--- src/rtl/serial_tx_if.sv ---
// serial_tx_if: valid/ready word handshake between a word source and the serial transmitter.
interface serial_tx_if #(parameter int DATA_W = 8);
  logic [DATA_W-1:0] tx_data;
  logic              tx_valid;
  logic              tx_ready;
  modport master (output tx_data, tx_valid, input tx_ready);
  modport slave  (input tx_data, tx_valid, output tx_ready);
endinterface

--- src/rtl/serial_tx.sv ---
// serial_tx: frames each accepted word as start, LSB-first data, optional parity and stop bits on a registered line.
module serial_tx #(
  parameter int DATA_W       = 8,
  parameter int CLKS_PER_BIT = 4,
  parameter int PARITY_EN    = 1,
  parameter int PARITY_ODD   = 0
) (
  input  logic         clk,
  input  logic         rst_n,
  serial_tx_if.slave   s,
  output logic         tx_out,
  output logic         busy,
  output logic         frame_done
);
  localparam int CW = CLKS_PER_BIT > 1 ? $clog2(CLKS_PER_BIT) : 1;
  localparam int BW = $clog2(DATA_W + 1);
  localparam logic [CW-1:0] CYC_LAST = CW'(CLKS_PER_BIT - 1);
  localparam logic [BW-1:0] BIT_LAST = BW'(DATA_W - 1);
  typedef enum logic [2:0] {IDLE, START, DATA, PARITY, STOP} state_t;
  state_t            state_q, state_d;
  logic [CW-1:0]     cyc_q, cyc_d;
  logic [BW-1:0]     bit_q, bit_d;
  logic [DATA_W-1:0] shift_q, shift_d;
  logic              par_q, par_d, tx_q, tx_d, done_q, done_d, cyc_end;
  always_ff @(posedge clk or negedge rst_n)
    if (!rst_n) begin
      state_q <= IDLE;
      cyc_q   <= '0;
      bit_q   <= '0;
      shift_q <= '0;
      par_q   <= 1'b0;
      tx_q    <= 1'b1;
      done_q  <= 1'b0;
    end else begin
      state_q <= state_d;
      cyc_q   <= cyc_d;
      bit_q   <= bit_d;
      shift_q <= shift_d;
      par_q   <= par_d;
      tx_q    <= tx_d;
      done_q  <= done_d;
    end
  always_comb begin
    state_d = state_q;
    cyc_d   = cyc_q;
    bit_d   = bit_q;
    shift_d = shift_q;
    par_d   = par_q;
    cyc_end = cyc_q == CYC_LAST;
    if (state_q == IDLE) begin
      if (s.tx_valid) begin
        state_d = START;
        shift_d = s.tx_data;
        par_d   = ^s.tx_data ^ 1'(PARITY_ODD);
        cyc_d   = '0;
        bit_d   = '0;
      end
    end else begin
      cyc_d = cyc_end ? '0 : cyc_q + 1'b1;
      if (cyc_end)
        case (state_q)
          START:  state_d = DATA;
          DATA: begin
            shift_d = shift_q >> 1;
            bit_d   = bit_q == BIT_LAST ? '0 : bit_q + 1'b1;
            if (bit_q == BIT_LAST) state_d = PARITY_EN != 0 ? PARITY : STOP;
          end
          PARITY: state_d = STOP;
          default: state_d = IDLE;
        endcase
    end
  end
  // Line value is registered from the upcoming state so tx_out never sees an input combinationally.
  always_comb begin
    tx_d   = state_d == START  ? 1'b0 :
             state_d == DATA   ? shift_d[0] :
             state_d == PARITY ? par_d : 1'b1;
    done_d = state_q == STOP && state_d == IDLE;
  end
  assign s.tx_ready = state_q == IDLE;
  assign busy       = state_q != IDLE;
  assign tx_out     = tx_q;
  assign frame_done = done_q;
endmodule

--- src/flat_wrapper.sv ---
// flat-port wrapper written by rule: the top's interface ports become plain ports
module serial_tx_flat 
#(
  parameter int DATA_W       = 8,
  parameter int CLKS_PER_BIT = 4,
  parameter int PARITY_EN    = 1,
  parameter int PARITY_ODD   = 0
)
  (clk, rst_n, tx_out, busy, frame_done, s_tx_data, s_tx_valid, s_tx_ready);
  serial_tx_if #(.DATA_W(DATA_W)) s_i ();
  input  logic clk;
  input  logic rst_n;
  output logic tx_out;
  output logic busy;
  output logic frame_done;
  input wire logic [$bits(s_i.tx_data)-1:0] s_tx_data;
  input wire logic [$bits(s_i.tx_valid)-1:0] s_tx_valid;
  output wire logic [$bits(s_i.tx_ready)-1:0] s_tx_ready;
  assign s_i.tx_data = s_tx_data;
  assign s_i.tx_valid = s_tx_valid;
  assign s_tx_ready = s_i.tx_ready;
  serial_tx #(.DATA_W(DATA_W), .CLKS_PER_BIT(CLKS_PER_BIT), .PARITY_EN(PARITY_EN), .PARITY_ODD(PARITY_ODD)) u_core (.clk(clk), .rst_n(rst_n), .s(s_i), .tx_out(tx_out), .busy(busy), .frame_done(frame_done));
endmodule
--- config.mk ---
export PLATFORM = sky130hd
export DESIGN_NAME = serial_tx_flat
export DESIGN_NICKNAME = d
export VERILOG_FILES = /design/src/rtl/serial_tx_if.sv /design/src/rtl/serial_tx.sv /design/src/flat_wrapper.sv
export SDC_FILE = /design/constraint.sdc
export NUM_CORES = 1
export LEC_CHECK = 0
export ABC_CLOCK_PERIOD_IN_PS = 3400
export CAP_MARGIN = 20
export CORE_ASPECT_RATIO = 0.9
export CORE_UTILIZATION = 55
export CTS_CLUSTER_DIAMETER = 150
export DETAILED_ROUTE_END_ITERATION = 16
export PLACE_DENSITY = 0.81
export SLEW_MARGIN = 20
export SYNTH_ARGS = -nofsm -noshare
export SYNTH_HDL_FRONTEND = slang
export SYNTH_SLANG_ARGS = --single-unit
--- constraint.sdc ---
create_clock -name clk -period 3.4 [get_ports clk]
set_clock_uncertainty 0.2 [all_clocks]
set_input_delay 0.68 -clock clk [delete_from_list [all_inputs] [get_ports clk]]
set_output_delay 0.68 -clock clk [all_outputs]
set_load 0.05 [all_outputs]
After elaboration in Yosys (flattened, before gate mapping)
Index checks and enable logic that the tools add are counted.

word-level totals
  register bits = 20
  input port bits = 11
  output and inout bits = 4
  logic and storage cells = 50

cells by class
  add/subtract/negate cells = 2
  eq/ne operators = 10
  mux-type cells = 22
  reduce and logical (&&, ||, !) cells = 8

operators by type and width
  operator                                             number
  two-way mux 8 bit                                    4
  two-way mux 4 bit                                    5
  equality test 3 x 2 -> 1 bit, second input constant  4
  two-way mux 3 bit                                    4
  one-hot mux 3 bit (3 select lines)                   1
  parity 8 bit                                         1
  equality test 3 x 1 -> 1 bit, second input constant  2
  zero test 3 bit                                      2
  two-way mux 2 bit                                    3
  two-way mux 1 bit                                    5
  adder 4 x 1 -> 4 bit, second input constant          1
  equality test 4 x 3 -> 1 bit, second input constant  1
  nonzero test 2 bit                                   2
  equality test 3 bit, second input constant           1
  AND reduction 3 bit                                  1
  nonzero test 3 bit                                   1
  adder 2 x 1 -> 2 bit, second input constant          1
  equality test 2 bit, second input constant           1
  inequality test 2 bit, second input constant         1
  logical AND 1 bit                                    1

Longest topological paths before layout
  word-level depth = 9
  mapped depth = 6
  depth with buffers taken out = 6

Least setup slack after synthesis
OpenSTA, ideal clock, no wires.

  kind = input to register
  start point = in s_tx_valid
  end point = reg u_core.tx_q (netlist: u_core.tx_out)
  setup time = 0.077 ns
  arrival = 1.782 ns
  data required time = 3.123 ns
  slack = 1.341 ns
  cell stages on the path = 5
  path buffers = 0
  path through = nor4b_2 > nor2_1 > a221o_1 > or3b_1 > a21o_1

between the ends
  elaborated cells on any way between the ends = 12
  those cells by class = eq/ne (3); mux (9)

RTL lines
  element                      line                source
  start: declaration           flat_wrapper.sv:17  input wire logic [$bits(s_i.tx_valid)-1:0] s_tx_valid;
  two-way mux 8 bit            serial_tx.sv:51     if (s.tx_valid) begin
  two-way mux 8 bit            serial_tx.sv:50     if (state_q == IDLE) begin
  named net u_core.shift_d[0]  serial_tx.sv:23     logic [DATA_W-1:0] shift_q, shift_d;
  two-way mux 1 bit            serial_tx.sv:76     state_d == DATA ? shift_d[0] :
  two-way mux 1 bit            serial_tx.sv:75     tx_d = state_d == START ? 1'b0 :
  named net u_core.tx_d        serial_tx.sv:24     logic par_q, par_d, tx_q, tx_d, done_q, done_d, cyc_end;
  end signal: assignment       serial_tx.sv:40     tx_q <= tx_d;
  end: declaration             serial_tx.sv:24

The timed path passes the listed nets, and every way through them passes these cells. The select of a mux whose other input is x is not followed.
A chain may end at the register's enable or synchronous reset.

Worst setup path after layout
  start point = reg u_core.state_q[0]
  end point = out s_tx_ready

between the ends
  longest elaborated chain between the ends = 1

RTL lines
  element                   line                source
  start: declaration        serial_tx.sv:20     state_t state_q, state_d;
  start signal: assignment  serial_tx.sv:35     state_q <= state_d;
  zero test 3 bit           serial_tx.sv:80     assign s.tx_ready = state_q == IDLE;
  end: declaration          flat_wrapper.sv:18  output wire logic [$bits(s_i.tx_ready)-1:0] s_tx_ready;

No other way between the ends.

==> results.sh <==
export IMPL_drv_slew=0
export IMPL_r2r_end="u_core.tx_out$_DFF_PN1_"
export IMPL_cts_tree="built"
export IMPL_viasPerCell=5.667
export IMPL_post_route_drc_count=0
export IMPL_grt_pass1_vias=738
export IMPL_cp_data_arrival_time_ps=2090
export IMPL_coreArea_um2=1664
export IMPL_routed_via_count=765
export IMPL_tns_ps=0
export IMPL_clk_latency_ps=290
export IMPL_reg2regPathDepth=6
export IMPL_antenna_left=0
export IMPL_postSynth_asyncResetShare_pct=100.0
export IMPL_setup_worst_path_start_class="register"
export IMPL_wl_per_cell_um=13.65
export IMPL_synth_cells=95
export IMPL_yosysMostFrequentCell="nand2_1"
export IMPL_n_antenna_cell=0
export IMPL_io_pins=15
export IMPL_yosys_area_top_type="dfrtp_1"
export IMPL_cap_violations=0
export IMPL_period_share_pct=87.24
export IMPL_slew_headroom_pct=40.87
export IMPL_die_h_um=41.94
export IMPL_clock_sinks=20
export IMPL_areaGrowthSynthToFinish_pct=19.77
export IMPL_ys_flop_type="dfrtp_1"
export IMPL_port_buffers=14
export IMPL_drive_above_1_share_pct=9.910
export IMPL_max_slew_worst_pin_slew_ps=884.1
export IMPL_worstHoldEndpoint="u_core.shift_q[4]$_DFFE_PN0P_"
export IMPL_drt_initial_drc_count=20
export IMPL_grt_pass1_wl_um=3139
export IMPL_dp_hpwl_um=1303
export IMPL_syn_num_nets=108
export IMPL_timing_worst_setup_path_type="register to output port"
export IMPL_synth_edf_count=0
export IMPL_antenna_found_initial=0
export IMPL_period_needed_ps=2966
export IMPL_cts_root_buffer="clkbuf_4"
export IMPL_cts_made_buffers=3
export IMPL_yosysSeqAreaShare_pct=51.48
export IMPL_max_freq_ghz=0.3371
export IMPL_post_cts_buffers=0
export IMPL_worstSetupEndpointType="output port"
export IMPL_finalSetupViolations=0
export IMPL_dieWidth_um=46.38
export IMPL_regToRegStartpoint="u_core.cyc_q[0]$_DFFE_PN0P_"
export IMPL_num_rows=14
export IMPL_hold_buffers=0
export IMPL_avgSynthCellArea_um2=10.26
export IMPL_gp_congestion=0.8265
export IMPL_holdPathStages=2
export IMPL_holdWs_ps=282.0
export IMPL_hp_class="register to register"
export IMPL_ir_worst_vdd_v=0.0004520
export IMPL_firstDrtPassIters=6
export IMPL_min_from="u_core.shift_q[4]$_DFFE_PN0P_"
export IMPL_cts_resized=0
export IMPL_synth_seq_cells=20
export IMPL_fin_nets=125
export IMPL_grt_total_usage_pct=23.19
export IMPL_cts_max_level=1
export IMPL_die_area_um2=1945
export IMPL_final_core_util_pct=70.15
export IMPL_yosys_warnings=0
export IMPL_rsz0062_at_grt="no"
export IMPL_synth_top_area_share_pct=48.78
export IMPL_synth_cell_type_count=29
export IMPL_synth_common_cells="20 x nand2_1, 19 x dfrtp_1, 7 x xnor2_1"
export IMPL_syn_area_um2=974.7
export IMPL_gr_total_overflow=0
export IMPL_cp_required_ps=2520
export IMPL_total_leakage_power_nw=0.5148
export IMPL_final_hold_viol_count=0
export IMPL_rrSetupSlack_ps=1010
export IMPL_grt_max_degree=21
export IMPL_synthTopCellsByArea="dfrtp_1 49%, nand2_1 7.7%, xnor2_1 6.3%"
export IMPL_wirelength_um=1843
export IMPL_status="complete, no violations"
export IMPL_critPathMaxFanout=7
export IMPL_start_util_pct=58.57
export IMPL_path_clk_slew_ps=100
export IMPL_cts_buffer_depth=2
export IMPL_power_density_nw_per_um2=816.4
export IMPL_power_mw=0.9530
[sequential cells by signal, indices dropped and copies added, names as in the netlist]
register,flops
u_core.bit_q,4
u_core.cyc_q,2
u_core.frame_done,1
u_core.par_q,1
u_core.shift_q,8
u_core.state_q,3
u_core.tx_out,1
[routing by layer]
metal	vias to the layer above	GRT usage (%)	part of all wire, %
li1	377	-	-
met1	366	31.69	45
met2	20	35.28	50
met3	2	6.522	4.7
met4	0	7.059	0.71
met5	-	0	0
[cell type report]
cell class                      count  area (um2)
Sequential cell                    20       501.7
Fill cell                         127       496.7
Multi-Input combinational cell     69       447.9
Timing Repair Buffer               15       147.6
Tap cell                           24       30.03
Clock buffer                        4       26.28
Inverter                            3       13.76
[how the worst max path moves through the flow]
stage,startpoint,endpoint,slack (ps),cells after the start
2_1_floorplan,s_tx_valid,u_core.tx_out$_DFF_PN1_,1340,5
3_3_place_gp,s_tx_valid,u_core.tx_out$_DFF_PN1_,650,6
3_5_place_dp,s_tx_valid,u_core.tx_out$_DFF_PN1_,580,6
4_1_cts,u_core.state_q[0]$_DFF_PN0_,s_tx_ready,420,3
5_1_grt,u_core.state_q[0]$_DFF_PN0_,s_tx_ready,360,3
6_report,u_core.state_q[0]$_DFF_PN0_,s_tx_ready,430,3
[cell families after synthesis]
logic type | count (synthesis) | synth area share (%)
simple gates | 36 | 20.03
compound gates | 24 | 17.07
flops | 20 | 51.48
xor+xnor | 7 | 6.290
fa+ha+maj | 2 | 2.567
buf+inv | 6 | 2.568
[worst max-delay path, cell delays in order (launching register included)]
cell and delay (ps):
dfrtp_1 460, or3_4 450, inv_4 90, clkdlybuf4s50_1 800
[placed cells by master (no fill, tap or decap), drive strengths merged, types with 2 or more instances in the layout]
cell,count
o21ai,7
a21oi,2
nor2,5
ha,2
inv,3
a221o,2
clkdlybuf4s50,14
a22o,2
nand3b,2
and3,2
clkbuf,4
o31ai,2
a22oi,6
dfrtp,19
nand2,20
xnor2,7
[where the power goes]
group / internal [mW] / total (mW) / switching (mW)
clock: 0.0456 / 0.110 / 0.0643
sequential: 0.340 / 0.420 / 0.0799
combinational: 0.181 / 0.423 / 0.242
total: 0.567 / 0.953 / 0.386
[stage by stage]
step / instances / instance area, um2 / setup WS [ps]
floorplan: 95 / 974.7 / 1341
global placement: 131 / 1141 / 647.6
detailed placement: 131 / 1141 / 577.7
CTS: 135 / 1167 / 418.3
global route: 135 / 1167 / 362.0
finish: 135 / 1167 / 433.8
Note: power is estimated with default switching activity, not from simulation.
